File: config.mk
export PLATFORM = sky130hd
export DESIGN_NAME = imem_port_arbiter
export DESIGN_NICKNAME = d
export VERILOG_FILES = /design/src/rtl/imem_port_arbiter.sv
export SDC_FILE = /design/constraint.sdc
export NUM_CORES = 1
export LEC_CHECK = 0
export CAP_MARGIN = 30
export CORE_UTILIZATION = 34
export CTS_CLUSTER_DIAMETER = 200
export DETAILED_ROUTE_END_ITERATION = 7
export PLACE_DENSITY = 0.86
export RECOVER_POWER = 50
export SLEW_MARGIN = 40
export SYNTH_ARGS = -nofsm -noshare
export SYNTH_HDL_FRONTEND = slang
export SYNTH_SLANG_ARGS = --single-unit
File: constraint.sdc
create_clock -name clk -period 4 [get_ports clk]
set_clock_uncertainty 0.2 [all_clocks]
set_input_delay 1 -clock clk [delete_from_list [all_inputs] [get_ports clk]]
set_output_delay 1 -clock clk [all_outputs]
set_load 0.03 [all_outputs]
File: src/rtl/imem_port_arbiter.sv
// Two-port round-robin arbiter sharing a single-port instruction memory.
// One transaction in flight at a time; a watchdog aborts stalled grant or response phases.
module imem_port_arbiter #(
  parameter int unsigned ADDR_WIDTH = 8,
  parameter int unsigned DATA_WIDTH = 32,
  parameter int unsigned TIMEOUT    = 16
) (
  input  logic                  clk,
  input  logic                  rst,
  input  logic                  m0_req_i,
  input  logic [ADDR_WIDTH-1:0] m0_addr_i,
  output logic                  m0_gnt_o,
  output logic                  m0_rvalid_o,
  output logic [DATA_WIDTH-1:0] m0_rdata_o,
  input  logic                  m1_req_i,
  input  logic [ADDR_WIDTH-1:0] m1_addr_i,
  output logic                  m1_gnt_o,
  output logic                  m1_rvalid_o,
  output logic [DATA_WIDTH-1:0] m1_rdata_o,
  output logic                  s_req_o,
  output logic [ADDR_WIDTH-1:0] s_addr_o,
  input  logic                  s_gnt_i,
  input  logic                  s_rvalid_i,
  input  logic [DATA_WIDTH-1:0] s_rdata_i,
  output logic                  err_o,
  output logic                  err_id_o
);

  localparam int unsigned CNT_W = $clog2(TIMEOUT + 1);

  typedef enum logic [1:0] {
    IDLE     = 2'd0,
    GNT_WAIT = 2'd1,
    R_WAIT   = 2'd2
  } state_e;

  state_e                state_q;
  logic                  owner_q;
  logic                  last_q;
  logic [CNT_W-1:0]      cnt_q;
  logic [ADDR_WIDTH-1:0] addr_q;
  logic                  err_q;
  logic                  err_id_q;

  logic winner_c;
  logic wd_hit_c;
  logic gnt_c;
  logic rvalid_c;

  // On a tie the port that did not win last time goes next.
  assign winner_c = (m0_req_i && m1_req_i) ? ~last_q : m1_req_i;
  assign wd_hit_c = (cnt_q == CNT_W'(TIMEOUT - 1));
  assign gnt_c    = (state_q == GNT_WAIT) && s_gnt_i;
  assign rvalid_c = (state_q == R_WAIT) && s_rvalid_i;

  always_ff @(posedge clk) begin
    if (rst) begin
      state_q  <= IDLE;
      owner_q  <= 1'b0;
      last_q   <= 1'b1;
      cnt_q    <= '0;
      addr_q   <= '0;
      err_q    <= 1'b0;
      err_id_q <= 1'b0;
    end else begin
      err_q <= 1'b0;
      case (state_q)
        IDLE: begin
          if (m0_req_i || m1_req_i) begin
            owner_q <= winner_c;
            last_q  <= winner_c;
            addr_q  <= winner_c ? m1_addr_i : m0_addr_i;
            cnt_q   <= '0;
            state_q <= GNT_WAIT;
          end
        end
        GNT_WAIT: begin
          if (s_gnt_i) begin
            cnt_q   <= '0;
            state_q <= R_WAIT;
          end else if (wd_hit_c) begin
            err_q    <= 1'b1;
            err_id_q <= owner_q;
            state_q  <= IDLE;
          end else begin
            cnt_q <= cnt_q + CNT_W'(1);
          end
        end
        R_WAIT: begin
          if (s_rvalid_i) begin
            state_q <= IDLE;
          end else if (wd_hit_c) begin
            err_q    <= 1'b1;
            err_id_q <= owner_q;
            state_q  <= IDLE;
          end else begin
            cnt_q <= cnt_q + CNT_W'(1);
          end
        end
        default: state_q <= IDLE;
      endcase
    end
  end

  // Grant and response are steered to the owner in the same cycle the memory signals them.
  assign s_req_o     = (state_q == GNT_WAIT);
  assign s_addr_o    = addr_q;
  assign m0_gnt_o    = gnt_c & ~owner_q;
  assign m1_gnt_o    = gnt_c & owner_q;
  assign m0_rvalid_o = rvalid_c & ~owner_q;
  assign m1_rvalid_o = rvalid_c & owner_q;
  assign m0_rdata_o  = s_rdata_i;
  assign m1_rdata_o  = s_rdata_i;
  assign err_o       = err_q;
  assign err_id_o    = err_id_q;

endmodule

# --- After elaboration in Yosys (flattened, before gate mapping) ---
# Cells that the tools add are included.
# Widths: inputs -> output; s select.
word_totals:
  out_inout_bits: 79
  elab_cells: 50
  regBits: 19
  inputBits: 54
op_classes:
  eq_ne: 6
  reduce_logical: 10
  mux: 20
  n_bitwise: 6
  n_addsub: 1
op_table:
  columns: ["cell", "count"]
  rows:
  - ["$mux 5", 4]
  - ["$pmux 5 s3", 1]
  - ["$mux 2", 4]
  - ["$mux 8", 1]
  - ["$mux 1", 7]
  - ["$ne 2x2->1 const B", 3]
  - ["$pmux 2 s3", 1]
  - ["$reduce_and 3->1", 2]
  - ["$add 5x1->5 const B", 1]
  - ["$eq 5x4->1 const B", 1]
  - ["$and 1x1->1", 4]
  - ["$pmux 1 s2", 2]
  - ["$logic_and 1x1->1", 3]
  - ["$reduce_bool 3->1", 1]
  - ["$eq 2x1->1 const B", 1]
  - ["$eq 2x2->1 const B", 1]
  - ["$logic_not 2->1", 1]
  - ["$not 1->1", 2]
  - ["$reduce_and 2->1", 1]
  - ["$reduce_bool 2->1", 1]
  - ["$logic_or 1x1->1", 1]

# --- Logic depth before layout (Yosys ltp) ---
# Gate-level depths: netlist of the first run.
logic_depth:
  word_depth: 4
  depth_mapped: 6
  mapped_depth_nobuf: 6

# --- Worst setup path before layout of the first run ---
# No wires, ideal clock.
synth_path:
  path_kind: "input to output"
  startpoint: "input s_gnt_i"
  endpoint: "output m0_gnt_o"
  required_ps: 2800
  n_path_buf: 0
  t_arrival_ps: 1479
  slack_ps: 1321
  stages: 2
  path_cell_list: "nand2_1 > nor2_1"
synth_between:
  elab_chain_len: 2
synth_rtl:
  columns: ["element", "line", "text"]
  rows:
  - ["from (decl)", "22", "input logic s_gnt_i,"]
  - ["$logic_and 1x1->1", "53", "assign gnt_c = (state_q == GNT_WAIT) && s_gnt_i;"]
  - ["$and 1x1->1", "108", "assign m0_gnt_o = gnt_c & ~owner_q;"]
  - ["to (decl)", "12", "output logic m0_gnt_o,"]
# No other way between the ends.

# --- Worst setup path after layout of the first run ---
layout_path:
  startpoint: "input s_rvalid_i"
  endpoint: "output m0_rvalid_o"
layout_between:
  elab_chain_len: 2
layout_rtl:
  columns: ["element", "line", "text"]
  rows:
  - ["from (decl)", "23", "input logic s_rvalid_i,"]
  - ["$logic_and 1x1->1", "54", "assign rvalid_c = (state_q == R_WAIT) && s_rvalid_i;"]
  - ["$and 1x1->1", "110", "assign m0_rvalid_o = rvalid_c & ~owner_q;"]
  - ["to (decl)", "13", "output logic m0_rvalid_o,"]
# No other way between the ends.

==> metrics.md, run 1 <==
| Metric | Value |
|---|---|
| Sequential area share after synthesis | `25.74%` |
| Post-synthesis xor/xnor area fraction | `0%` |
| Syn-to-layout area delta | `-2.201%` |
| Max Cap Viol | `0` |
| H-tree Lvls | `1` |
| Layout cells sized above 1 | `3.974%` |
| Top Metal Used | `met4` |
| Worst vdd ir | `0.1923 mV` |
| DR WL met2 | `1288 µm` |
| Routed length per instance | `13.18 µm` |
| Ranking of synthesized cells by area | `buf_4 (33%), dfxtp_1 (26%), mux2i_1 (6.1%)` |
| Syn avg cell area | `8.255 µm²` |
| Status | `finished clean` |
| Async SR Flop Fraction | `0%` |
| Hold_sp | `cnt_q[4]` |
| Yosys top cell by area | `buf_4` |
| Wire length on met3 | `236 µm` |
| DRT antenna net count | `0` |
| Cell repeated most along the worst path | `clkdlybuf4s50_1` |
| First-pass GRT wire length | `4284 µm` |
| Die height | `67.93 µm` |
| Final TNS setup | `0 ns` |
| Post-Synthesis Cells | `179` |
| Fin crit period | `3.665 ns` |
| Root Driver | `clkbuf_8` |
| GPL Wtd Cong | `0.8451` |
| P_leak | `0.0005341 µW` |
| Final Hold Viols | `0` |
| Synth unique cells | `34` |
| Period Utilization, post-route | `91.63%` |
| Post-route DRC violation count | `0` |
| DRT Wirelength | `2650 µm` |
| Largest net degree at the start of global routing | `18` |
| CP Cell Sequence | `clkdlybuf4s50_1 > nand2_1 > nor2_1 > clkdlybuf4s50_1` |
| Register-to-Register Path Depth | `6` |
| Number of global-route vias before repair | `963` |
| TritonCTS Buffers | `3` |
| Filler cells | `428` |
| Site Rows | `23` |
| # IOs | `133` |
| Detailed Routing Iterations Pass 1 | `4` |
| Number of diodes | `0` |
| Hold Path Class | `reg2reg` |
| CP Max Fanout | `5` |
| Yosys top cell area share | `32.51%` |
| Post-cts resize count | `0` |
| Post-synthesis simple-gate area fraction | `13.55%` |
| Setup-failing EPs final | `0` |
| Top Family by Delay on Critical Path | `buffers and inverters` |
| Port bufs | `36` |
| Final core occ | `35.36%` |
| CP Launch Type | `primary input` |
| Syn nets | `238` |
| Critical path buffers and inverters | `2` |
| TritonCTS clock tree | `built` |
| Reg-to-Reg Start | `state_q[1]` |
| Total number of vias | `1,001` |
| Pwr Density | `327.6 nW/µm²` |
| CP endpoint kind | `output port` |
| Post-Synth Adder-Cell Area | `4.234%` |
| Vias per cell | `4.980` |
| Clock buffer depth | `2` |
| Die ar. | `4614 µm²` |
| Hold_buf cts | `0` |
| Crit path DAT | `2.47 ns` |
| RSZ-0062 raised after global routing | `false` |
| Die Wd | `67.93 µm` |
| CP peak stage delay | `0.69 ns` |
| Worst reg2reg setup slack | `2.12 ns` |
| EDFF count, synth | `0` |
| TritonCTS sink count | `19` |
| Hold Path Cell Cnt | `1` |
| Reg-to-reg critical path endpoint | `state_q[0]` |
| Largest family of logic cells by synthesized area | `buffers and inverters` |
| Grt ovf | `0` |
| Warnings from Yosys | `0` |
| Main synth FF type | `dfxtp_1` |
| DPL Wire Length | `1928 µm` |
| Post-Route M1 WL | `1047 µm` |
| Fin nets | `211` |
| Pins Over Slew Limit | `0` |
| Compound-Gate Fraction of Synth Area | `15.24%` |
| Worst-Margin Slew | `0.4614 ns` |
| All-Layer GR Usage | `12.49%` |
| Crit path kind | `in2out` |
| WHS Endpoint | `cnt_q[4]` |
| Clk_lat worst skew | `0.26 ns` |
| Normalized max-slew margin | `69.24%` |
| Req. time, crit path | `2.80 ns` |
| Clock transition at path regs | `0.07 ns` |
| Initial Util | `36.16%` |
| Postcts setup bufs | `0` |
| Mux cell area share after synthesis | `6.097%` |
| Post-synthesis cell area | `1478 µm²` |
| Starting DRC count in detailed routing | `43` |
| Fmax achieved | `272.8 MHz` |
| Slowest-stage cell, CP | `clkdlybuf4s50_1` |
| Antenna violations before repair | `0` |
| Register bit count reported by yosys | `19` |
| Placeable Area | `4086 µm²` |
registers in the layout, summed over array words and instances, names as in the netlist:
register and flops:
cnt_q 5, s_addr_o 8, owner_q 1, err_o 1, last_q 1, state_q 2, err_id_o 1
synthesized netlist by cell type, types with 2 or more instances:
cell type	number
nand2_1	5
o21a_1	2
nor2b_1	3
clkbuf_1	3
nand4_1	2
nor2_1	6
inv_1	2
a21oi_1	14
nand3_1	8
a31oi_1	2
dfxtp_1	19
o21ai_0	10
buf_4	64
nor3_1	2
mux2i_1	9
o21ai_1	3
and3_1	4
ha_1	5
layout make-up:
| type | count | area, µm² | area share [%] |
|---|---|---|---|
| multi-input combinational | 88 | 578.1 | 40.00 |
| clock buffer | 4 | 45.04 | 3.117 |
| inverter | 3 | 11.26 | 0.7792 |
| sequential | 19 | 380.4 | 26.32 |
| tap | 50 | 62.56 | 4.329 |
| timing repair buffer | 37 | 367.9 | 25.45 |
power breakdown:
group / leakage, µW / internal, µW / total (µW) / switching, µW
registers: 0.000156 / 203 / 211 / 8.67
logic: 0.000355 / 59.3 / 127 / 67.4
clock network: 0.0000228 / 70.9 / 135 / 64.5
total: 0.000534 / 333 / 473 / 141
metal layers:
metal / up-vias / track usage, %
li1: 499 / -
met1: 448 / 13.77
met2: 43 / 20.10
met3: 11 / 3.833
met4: 0 / 9.115
met5: - / 0
cell families (layout without fill, tap and decap cells):
kind of cell | count (synthesis) | in the layout
buffers and inverters | 72 | 44
AO/OA/AOI/OAI | 38 | 38
AND/OR/NAND/NOR | 36 | 36
flip-flops | 19 | 19
multiplexers | 9 | 9
adder cells (fa/ha/maj) | 5 | 5
worst max-delay path by stage:
stage,from,to,depth (start not counted),slack [ns]
2_1_floorplan,s_gnt_i,m0_gnt_o,2,1.32
3_3_place_gp,s_rvalid_i,m0_rvalid_o,4,0.34
3_5_place_dp,s_rvalid_i,m0_rvalid_o,4,0.36
4_1_cts,s_rvalid_i,m0_rvalid_o,4,0.34
5_1_grt,s_rvalid_i,m0_rvalid_o,4,0.20
6_report,s_rvalid_i,m0_rvalid_o,4,0.33
cells in the final DEF (no fill, tap or decap), types with 2 or more instances in the layout:
| cell | count |
|---|---|
| nand4_1 | 2 |
| nand3_1 | 8 |
| clkdlybuf4s50_1 | 35 |
| nor3_1 | 2 |
| o21ai_1 | 3 |
| nor2_1 | 6 |
| clkbuf_8 | 3 |
| ha_1 | 5 |
| o21ai_0 | 10 |
| mux2i_1 | 9 |
| o21a_1 | 2 |
| dfxtp_1 | 19 |
| a21oi_1 | 14 |
| a31oi_1 | 2 |
| and3_1 | 4 |
| nor2b_1 | 3 |
| nand2_1 | 5 |
| inv_1 | 3 |
through the flow:
| stage | setup WS [ns] | hold WS, ns | area [µm²] | total power [µW] | instances |
|---|---|---|---|---|---|
| global placement | 0.3442 | 0.2829 | 1400 | 340.3 | 197 |
| CTS | 0.3381 | 0.3008 | 1445 | 479.1 | 201 |
| finish | 0.3346 | 0.2965 | 1445 | 473.4 | 201 |
| detailed placement | 0.3561 | 0.2909 | 1400 | 341.9 | 197 |
| floorplan | 1.321 | 0.2686 | 1478 | 404.9 | 179 |
| global route | 0.2039 | 0.3165 | 1445 | 497.7 | 201 |
(Power assumes the default switching activity.)
==> run 2: changes to the inputs <==
==> constraint.sdc (replaced) <==
create_clock -name clk -period 4.25 [get_ports clk]
set_clock_uncertainty 0.2 [all_clocks]
set_input_delay 1.0625 -clock clk [delete_from_list [all_inputs] [get_ports clk]]
set_output_delay 1.0625 -clock clk [all_outputs]
set_load 0.03 [all_outputs]
==> metrics.md, run 2 (synthesis gave the netlist of run 1 again) <==
| Metric | Value |
|---|---|
| Crit path DAT | `2.61 ns (+0.14 ns)` |
| RSZ-0062 raised after global routing | `false` |
| Commonest non-fill, non-tap cell in the layout | `clkdlybuf4s50_1` |
| Routed length per instance | `12.99 µm (-1.5%)` |
| Max FFs per register | `8 (unchanged)` |
| Post-route DRC violation count | `0 (unchanged)` |
| Slowest-stage cell, CP | `clkdlybuf4s50_1` |
| Initial Util | `36.16% (unchanged)` |
| Number of diodes | `0 (unchanged)` |
| Fin crit period | `3.875 ns` |
| CP endpoint kind | `output port` |
| Die height | `67.93 µm (unchanged)` |
| Fin nets | `211 (unchanged)` |
| CP Max Fanout | `5 (unchanged)` |
| H-tree Lvls | `1 (unchanged)` |
| Root Driver | `clkbuf_8` |
| Post-cts resize count | `0 (unchanged)` |
| DRT Wirelength | `2611 µm (-1.5%)` |
| P_leak | `0.0005344 µW (about the same)` |
| Detailed Routing Iterations Pass 1 | `4 (unchanged)` |
| Final Hold Viols | `0 (unchanged)` |
| Antenna violations before repair | `0 (unchanged)` |
| CP Launch Type | `primary input` |
| Worst setup margin | `0.3754 ns (+0.04077 ns)` |
| Setup-failing EPs final | `0 (unchanged)` |
| Final core occ | `35.36% (unchanged)` |
| All-Layer GR Usage | `11.65% (-0.84 points)` |
| Worst slack, placed | `0.4836 ns (+0.1274 ns)` |
| Port bufs | `36 (unchanged)` |
| Placed insts | `197 (unchanged)` |
| Die Wd | `67.93 µm (unchanged)` |
| Worst vdd ir | `0.2407 mV (+25%)` |
| TritonCTS clock tree | `built` |
| Total power | `443.2 µW (-6.4%)` |
| Postcts setup bufs | `0 (unchanged)` |
| Starting DRC count in detailed routing | `32 (-26%)` |
| Worst-Margin Slew | `0.4726 ns (+0.01119 ns)` |
| Placeable Area | `4086 µm² (unchanged)` |
| GPL Wtd Cong | `0.8471 (+0.24%)` |
| DPL Wire Length | `1942 µm (+0.72%)` |
| DRT antenna net count | `0 (unchanged)` |
| Critical path buffers and inverters | `2 (unchanged)` |
| Period Utilization, post-route | `91.17%` |
| Status | `finished clean` |
| Req. time, crit path | `2.99 ns (+0.19 ns)` |
| Normalized max-slew margin | `68.49% (-0.75 points)` |
| Number of global-route vias before repair | `925 (-3.9%)` |
| First-pass GRT wire length | `4064 µm (-5.1%)` |
| Die ar. | `4614 µm² (unchanged)` |
| Crit path kind | `in2out` |
| Largest net degree at the start of global routing | `18 (unchanged)` |
| # IOs | `133 (unchanged)` |
| Max Cap Viol | `0 (unchanged)` |
| Vias per cell | `4.995 (+0.30%)` |
| Pins Over Slew Limit | `0 (unchanged)` |
| Hold_buf cts | `0 (unchanged)` |
| CP peak stage delay | `0.69 ns (about the same)` |
| TritonCTS Buffers | `3 (unchanged)` |
| Syn-to-layout area delta | `-2.201% (unchanged)` |
| Clock transition at path regs | `0.07 ns (about the same)` |
| Finished Layout Cells | `201 (unchanged)` |
| Most frequent cells in the layout | `clkdlybuf4s50_1 (34), dfxtp_1 (19), a21oi_1 (14), o21ai_0 (10), mux2i_1 (9)` |
| Filler cells | `436 (+1.9%)` |
| Clk_lat worst skew | `0.25 ns (about the same)` |
| TritonCTS sink count | `19 (unchanged)` |
| Clock buffer depth | `2 (unchanged)` |
| Hold Path Class | `reg2reg` |
| Total number of vias | `1,004 (+0.30%)` |
| Grt ovf | `0 (unchanged)` |
| Final TNS setup | `0 ns (unchanged)` |
| Pwr Density | `306.7 nW/µm² (-6.4%)` |
| Top Family by Delay on Critical Path | `buffers and inverters` |
| Fmax achieved | `258.1 MHz` |
| CP Cell Sequence | `dlygate4sd3_1 > nand2_1 > nor2_1 > clkdlybuf4s50_1` |
| Layout cells sized above 1 | `3.974% (unchanged)` |
| Site Rows | `23 (unchanged)` |
==> run 2: per-stage QoR <==
stage	hold slack [ns]	instance area, µm²
floorplan	0.2686	1478
detailed placement	0.2891	1400
CTS	0.2990	1445
finish	0.3003	1445
global route	0.3300	1445
global placement	0.2823	1400
==> run 2: layout make-up <==
class | instances | area (µm²) | area share, %
Timing Repair Buffer | 37 | 367.9 | 25.45
Tap cell | 50 | 62.56 | 4.329
Inverter | 3 | 11.26 | 0.7792
Sequential cell | 19 | 380.4 | 26.32
Clock buffer | 4 | 45.04 | 3.117
Multi-Input combinational cell | 88 | 578.1 | 40.00
==> run 2: routing by layer <==
| metal | wire length, µm | up-vias | track usage [%] |
|---|---|---|---|
| li1 | - | 499 | - |
| met1 | 1062 | 459 | 11.96 |
| met2 | 1267 | 36 | 20.59 |
| met3 | 220 | 10 | 3.833 |
| met4 | 59 | 0 | 6.510 |
| met5 | 0 | - | 0 |
==> run 2: worst register-to-register path, stage by stage (launching register included) <==
cell and delay (ns):
dfxtp_1 0.35, inv_1 0.09, ha_1 0.25, nor2b_1 0.29, nor2_1 0.10, or4_1 0.41, a21oi_1 0.14
==> run 2: path summary, 6_finish.rpt <==
path,from,end,slack (ns),cells past startpoint
worst min register to register,cnt_q[4],cnt_q[4],0.30,1
worst max-delay path,s_rvalid_i,m0_rvalid_o,0.38,4
worst max register to register,state_q[1],state_q[0],2.35,6
worst min-delay path,cnt_q[4],cnt_q[4],0.30,1
==> run 2: power breakdown <==
group | switching, µW | leakage, µW | internal (µW)
clock network | 58.2 | 0.0000228 | 66.6
logic | 63.6 | 0.000356 | 55.7
registers | 8.38 | 0.000156 | 191
==> run 3: changes to the inputs <==
--- a/config.mk
+++ b/config.mk
@@ -8,6 +8,7 @@
 export CAP_MARGIN = 30
 export CORE_UTILIZATION = 34
 export CTS_CLUSTER_DIAMETER = 200
+export CTS_CLUSTER_SIZE = 16
 export DETAILED_ROUTE_END_ITERATION = 7
 export PLACE_DENSITY = 0.86
 export RECOVER_POWER = 50
==> results of run 3 <==
Same layout as run 2: the final DEF is identical, and so are final timing and power.
